==> src/rtl/led_cube_scan_driver.sv <==
// Scan engine for an N x N x N LED cube: N row latches share one data bus,
// N layer drivers select which layer is lit. A double-buffered frame store
// lets the command side fill the back buffer while the front one is scanned.
//
// Ports:
//   clk, reset      - clock, asynchronous active-high reset
//   enable          - run the scan; sampled in IDLE and at the end of SHOW
//   wr_en/wr_layer/wr_row/wr_data - write one row word into the back buffer
//   swap_req        - exchange front/back at the next frame boundary
//   layers          - one-hot layer enable
//   latches         - one-hot latch clock
//   data            - shared row data bus
//   frame_done      - 1-cycle pulse when the last layer finishes
//   swap_ack        - 1-cycle pulse when a buffer swap commits

module led_cube_scan_driver #(
    parameter int N         = 8,
    parameter int STROBE_W  = 2,
    parameter int ON_CYCLES = 1000,
    parameter int IDX_W     = $clog2(N)
) (
    input  logic             clk,
    input  logic             reset,
    input  logic             enable,
    input  logic             wr_en,
    input  logic [IDX_W-1:0] wr_layer,
    input  logic [IDX_W-1:0] wr_row,
    input  logic [N-1:0]     wr_data,
    input  logic             swap_req,
    output logic [N-1:0]     layers,
    output logic [N-1:0]     latches,
    output logic [N-1:0]     data,
    output logic             frame_done,
    output logic             swap_ack
);

    // One counter serves both the strobe phases and the on-time.
    localparam int MAXC  = (ON_CYCLES > STROBE_W) ? ON_CYCLES : STROBE_W;
    localparam int CNT_W = $clog2(MAXC + 1);

    localparam logic [CNT_W-1:0] STROBE_LAST = CNT_W'(STROBE_W - 1);
    localparam logic [CNT_W-1:0] ON_LAST     = CNT_W'(ON_CYCLES - 1);
    localparam logic [IDX_W-1:0] IDX_LAST    = IDX_W'(N - 1);

    typedef enum logic [1:0] {
        IDLE,
        BLANK,
        LOAD,
        SHOW
    } state_t;

    typedef enum logic [1:0] {
        SETUP,
        PULSE,
        HOLD
    } phase_t;

    state_t           state;
    phase_t           phase;
    logic [IDX_W-1:0] layer;
    logic [IDX_W-1:0] row;
    logic [CNT_W-1:0] cnt;
    logic             pending;
    logic             fsel;

    // buf_mem[fsel] is the front buffer, buf_mem[~fsel] the back buffer.
    logic [N-1:0] buf_mem [2][N][N];

    logic wr_ok;

    assign wr_ok = wr_en
                && (32'(wr_layer) < N)
                && (32'(wr_row) < N);

    function automatic logic [N-1:0] onehot(input logic [IDX_W-1:0] i);
        return N'(1) << i;
    endfunction

    // Writes use the pre-edge fsel, so a write on the commit cycle lands
    // in the buffer that becomes the new front.
    always_ff @(posedge clk or posedge reset) begin
        if (reset) begin
            for (int b = 0; b < 2; b++) begin
                for (int l = 0; l < N; l++) begin
                    for (int r = 0; r < N; r++) begin
                        buf_mem[b][l][r] <= '0;
                    end
                end
            end
        end else if (wr_ok) begin
            buf_mem[~fsel][wr_layer][wr_row] <= wr_data;
        end
    end

    always_ff @(posedge clk or posedge reset) begin
        if (reset) begin
            state      <= IDLE;
            phase      <= SETUP;
            layer      <= '0;
            row        <= '0;
            cnt        <= '0;
            pending    <= 1'b0;
            fsel       <= 1'b0;
            layers     <= '0;
            latches    <= '0;
            data       <= '0;
            frame_done <= 1'b0;
            swap_ack   <= 1'b0;
        end else begin
            frame_done <= 1'b0;
            swap_ack   <= 1'b0;

            if (swap_req) begin
                pending <= 1'b1;
            end

            // Outputs decode the current state, so they trail it by a cycle.
            layers  <= (state == SHOW) ? onehot(layer) : '0;
            latches <= (state == LOAD && phase == PULSE) ? onehot(row) : '0;
            data    <= (state == LOAD) ? buf_mem[fsel][layer][row] : '0;

            unique case (state)
                IDLE: begin
                    // A request arriving on the commit cycle merges into it.
                    if (pending) begin
                        fsel     <= ~fsel;
                        pending  <= 1'b0;
                        swap_ack <= 1'b1;
                    end
                    if (enable) begin
                        state <= BLANK;
                    end
                end

                BLANK: begin
                    state <= LOAD;
                    row   <= '0;
                    phase <= SETUP;
                    cnt   <= '0;
                end

                LOAD: begin
                    if (cnt != STROBE_LAST) begin
                        cnt <= cnt + 1'b1;
                    end else begin
                        cnt <= '0;
                        unique case (phase)
                            SETUP: phase <= PULSE;
                            PULSE: phase <= HOLD;
                            default: begin
                                phase <= SETUP;
                                if (row == IDX_LAST) begin
                                    state <= SHOW;
                                end else begin
                                    row <= row + 1'b1;
                                end
                            end
                        endcase
                    end
                end

                SHOW: begin
                    if (cnt != ON_LAST) begin
                        cnt <= cnt + 1'b1;
                    end else begin
                        cnt <= '0;
                        if (layer == IDX_LAST) begin
                            layer      <= '0;
                            frame_done <= 1'b1;
                            if (pending) begin
                                fsel     <= ~fsel;
                                pending  <= 1'b0;
                                swap_ack <= 1'b1;
                            end
                        end else begin
                            layer <= layer + 1'b1;
                        end
                        state <= enable ? BLANK : IDLE;
                    end
                end

                default: state <= IDLE;
            endcase
        end
    end

endmodule
==> config.mk <==
export PLATFORM = sky130hd
export DESIGN_NAME = led_cube_scan_driver
export DESIGN_NICKNAME = d
export VERILOG_FILES = /design/src/rtl/led_cube_scan_driver.sv
export SDC_FILE = /design/constraint.sdc
export NUM_CORES = 2
export LEC_CHECK = 0
export BUFFER_PORTS_ARGS = -buffer_cell sky130_fd_sc_hd__buf_2
export CAP_MARGIN = 40
export CORE_MARGIN = 2
export CORE_UTILIZATION = 25
export DETAILED_ROUTE_END_ITERATION = 6
export GPL_ROUTABILITY_DRIVEN = 0
export PLACE_DENSITY_LB_ADDON = 0.1
export SLEW_MARGIN = 20
export SYNTH_ARGS = -nofsm -noshare
export SYNTH_HDL_FRONTEND = slang
export SYNTH_SLANG_ARGS = --single-unit
export TNS_END_PERCENT = 30
==> constraint.sdc <==
create_clock -name clk -period 113 [get_ports clk]
set_input_delay 16.95 -clock clk [delete_from_list [all_inputs] [get_ports clk]]
set_output_delay 16.95 -clock clk [all_outputs]
set_load 0.05 [all_outputs]
==> results.sh <==
export IMPL_status="finished clean"
export IMPL_finalHoldViolCount=0
export IMPL_wl_mm=162
export IMPL_crit_type="in2async"
export IMPL_cap_viol_max_count=0
export IMPL_ys_types=65
export IMPL_clkTransAtPathRegs_ps=60
export IMPL_min_from="buf_mem[544]"
export IMPL_core_mm2=0.197
export IMPL_fin_crit_sh_pct=16.7
export IMPL_min_to="buf_mem[544]"
export IMPL_grt_use_met3_pct=2.26
export IMPL_seq_area_frac_synth_pct=54.2
export IMPL_ff2ff_path_depth=8
export IMPL_syn_area_mm2=0.0495
export IMPL_numCtsBuffers=135
export IMPL_multi_input_area_mm2=0.0214
export IMPL_cp_arrival_ps=19810
export IMPL_finalSetupViolations=0
export IMPL_fillers=20000
export IMPL_ant_nets=0
export IMPL_drt_iter0_drc=1513
export IMPL_die_y_um=449
export IMPL_grt_pass1_wl_mm=237
export IMPL_antenna_found_initial=8
export IMPL_syn_to_final_growth_pct=15.9
export IMPL_period_minus_slack_ps=18880
export IMPL_viasPerCell=4.72
export IMPL_required_ps=113930
export IMPL_p_leak_nw=25.5
export IMPL_critical_path_max_stage_delay_ps=680
export IMPL_use_met2_pct=26.0
export IMPL_grt_pass1_vias=31000
export IMPL_async_flop_share_pct=100
export IMPL_drive_gt1_share_pct=48.5
export IMPL_drc=0
export IMPL_clkLatencyLatePin_ps=780
export IMPL_drt_wirelength_per_cell_um=26.4
export IMPL_post_cts_buffers=0
export IMPL_min_path_cells=1
export IMPL_crit_reg2reg_launch="fsel"
export IMPL_cts_resized=0
export IMPL_pin_count=45
export IMPL_ys_ff_latch=1072
export IMPL_worstSetupStartpointType="input port"
export IMPL_die_w_um=449
export IMPL_layout_area_seq_mm2=0.0268
export IMPL_worst_pin_slew_ps=861
export IMPL_tritoncts="yes"
export IMPL_overflow=0
export IMPL_netlist_top_cells_area="dfrtp_1 54%, mux2_2 23%, mux4_2 8.2%"
export IMPL_ys_flop_type="dfrtp_1"
export IMPL_cts_max_level=4
export IMPL_rsz0062_at_grt="false"
export IMPL_synth_edf_count=0
export IMPL_cts_sinks=1072
export IMPL_fin_worst_skew_ps=28.9
export IMPL_max_freq_mhz=53.0
export IMPL_holdBufCountCts=0
export IMPL_vias=28900
export IMPL_tns_ps=0
export IMPL_hpwl_mm=105
export IMPL_hold_class="reg2reg"
export IMPL_met1_usage_pct=22.4
export IMPL_grt_max_degree=102
export IMPL_synth_top_area_share_pct=54.2
export IMPL_netlist_instances=3350
export IMPL_cp_end_kind="asynchronous set/reset pin"
export IMPL_maxSlewHeadroom_pct=42.5
export IMPL_drv_slew=0
export IMPL_synthesis_nets=3388
export IMPL_p_per_area_mw_per_mm2=15.5
export IMPL_ys_warn_count=0
export IMPL_yosys_area_top_type="dfrtp_1"
export IMPL_rr_endpoint="data[0]"
export IMPL_drt_pass1_iter_count=5
export IMPL_crit_path_top_delay_cell="buf_4"
export IMPL_initial_utilization_pct=25.1
export IMPL_syn_area_per_cell_um2=14.8
export IMPL_final_core_util_pct=29.1
export IMPL_cts_root_buf="clkbuf_16"
export IMPL_vdd_drop_max_mv=0.0130
export IMPL_port_buffers=44
export IMPL_path_max_fanout=59
export IMPL_clockBufferDepth=3
export IMPL_die_area_mm2=0.202
export IMPL_nets=3424
export IMPL_ff2ff_setup_slack_ps=108080
export IMPL_grt_use_total_pct=16.1
export IMPL_cp_cell_sequence="buf_2, inv_8, buf_16, buf_4, buf_16, buf_4, buf_4, buf_16"
export IMPL_rows=163
export IMPL_busiest_layer="met2"
[cells in the final DEF (no fill, tap or decap), types with 23 or more instances in the layout]
master	count
mux4_2	180
a21oi_1	48
nor2_2	85
dfrtp_1	1068
clkbuf_8	26
nand2_2	23
nor2_1	31
nand2_1	90
clkbuf_1	45
o21ai_0	40
mux2_2	1026
buf_2	40
mux2i_1	151
a22oi_1	76
clkbuf_16	142
buf_4	77
[cell type report]
type	count	share of cell area [%]
Clock buffer	213	7.11
Timing Repair Buffer	147	2.53
Inverter	13	0.0981
Multi-Input combinational cell	2017	37.3
Antenna cell	3	0.0131
Tap cell	2640	5.76
Clock inverter	26	0.388
Sequential cell	1072	46.8
[how the worst max path moves through the flow]
| stage | startpoint | end | slack (ps) | cells past startpoint |
|---|---|---|---|---|
| 4_1_cts | reset | buf_mem[189] | 93740 | 6 |
| 3_3_place_gp | reset | buf_mem[101] | 92530 | 5 |
| 2_1_floorplan | reset | buf_mem[0] | 65870 | 1 |
| 5_1_grt | reset | buf_mem[701] | 93760 | 8 |
| 3_5_place_dp | reset | buf_mem[57] | 92910 | 6 |
| 6_report | reset | buf_mem[57] | 94120 | 8 |
[cell families (layout without fill, tap and decap cells)]
group                      count (synthesis)  in the layout  synth area share [%]
other                                      0              3                     0
muxes                                   1363           1363                  34.9
and+or+nand+nor                          359            359                  3.92
DFF                                     1072           1072                  54.2
adders and majority gates                 19             19                 0.480
xor gates and xnor gates                   6              6                 0.106
AOI/OAI and AO/OA                        270            270                  3.77
buffers and inverters                    261            399                  2.62
[Yosys cell counts (all sizes together), types with 3 or more instances]
cell type,count
nor3,17
a32oi,3
a2111oi,3
or3,3
o22ai,14
a22oi,76
buf,84
a22o,14
and2,14
ha,19
inv,12
nor2,117
clkbuf,164
a21oi,48
o2bb2ai,3
a31oi,9
a211oi,4
o211ai,11
nor2b,13
o31ai,5
nand3,21
a221oi,18
nand4,13
o21ai,40
mux4,186
nor3b,5
or2,12
xor2,3
nand2,113
nand3b,6
mux2i,151
and3,12
nor4,3
o311ai,6
nand2b,4
xnor2,3
mux2,1026
dfrtp,1072
a41oi,6
[flip-flops by register name, summed over array words and instances (netlist names)]
register and flops:
phase 2, layer 3, row 3, layers 8, data 8, latches 8
cnt 10, state 2, pending 1, swap_ack 1, fsel 1, frame_done 1
buf_mem 1024
[metrics by stage]
step	power, mW	cells	instance area, µm²	hold slack, ps	setup slack (ps)
CTS	0.909	6121	57200	500	93740
finish	0.891	6131	57400	498	94120
floorplan	0.458	3350	49500	468	65870
detailed placement	0.474	5882	52900	488	92910
global route	0.931	6130	57400	509	93760
global placement	0.471	5856	52400	482	92530
[worst max-delay path: cells and delay by family]
| family | cells | cell delay, ps |
|---|---|---|
| buffers and inverters | 8 | 2690 |
[report_power, final]
group	total, mW	switching (mW)	internal [mW]	leakage, nW
clock	0.425	0.175	0.250	2.11
sequential	0.420	0.0113	0.408	14.6
combinational	0.0468	0.0243	0.0225	8.80
[layer usage]
layer  part of all wire (%)  vias to the layer above
li1                       -                    12500
met1                     47                    15800
met2                     48                      396
met3                    2.7                      183
met4                    2.4                        0
met5                      0                        -
(Power assumes the default switching activity.)
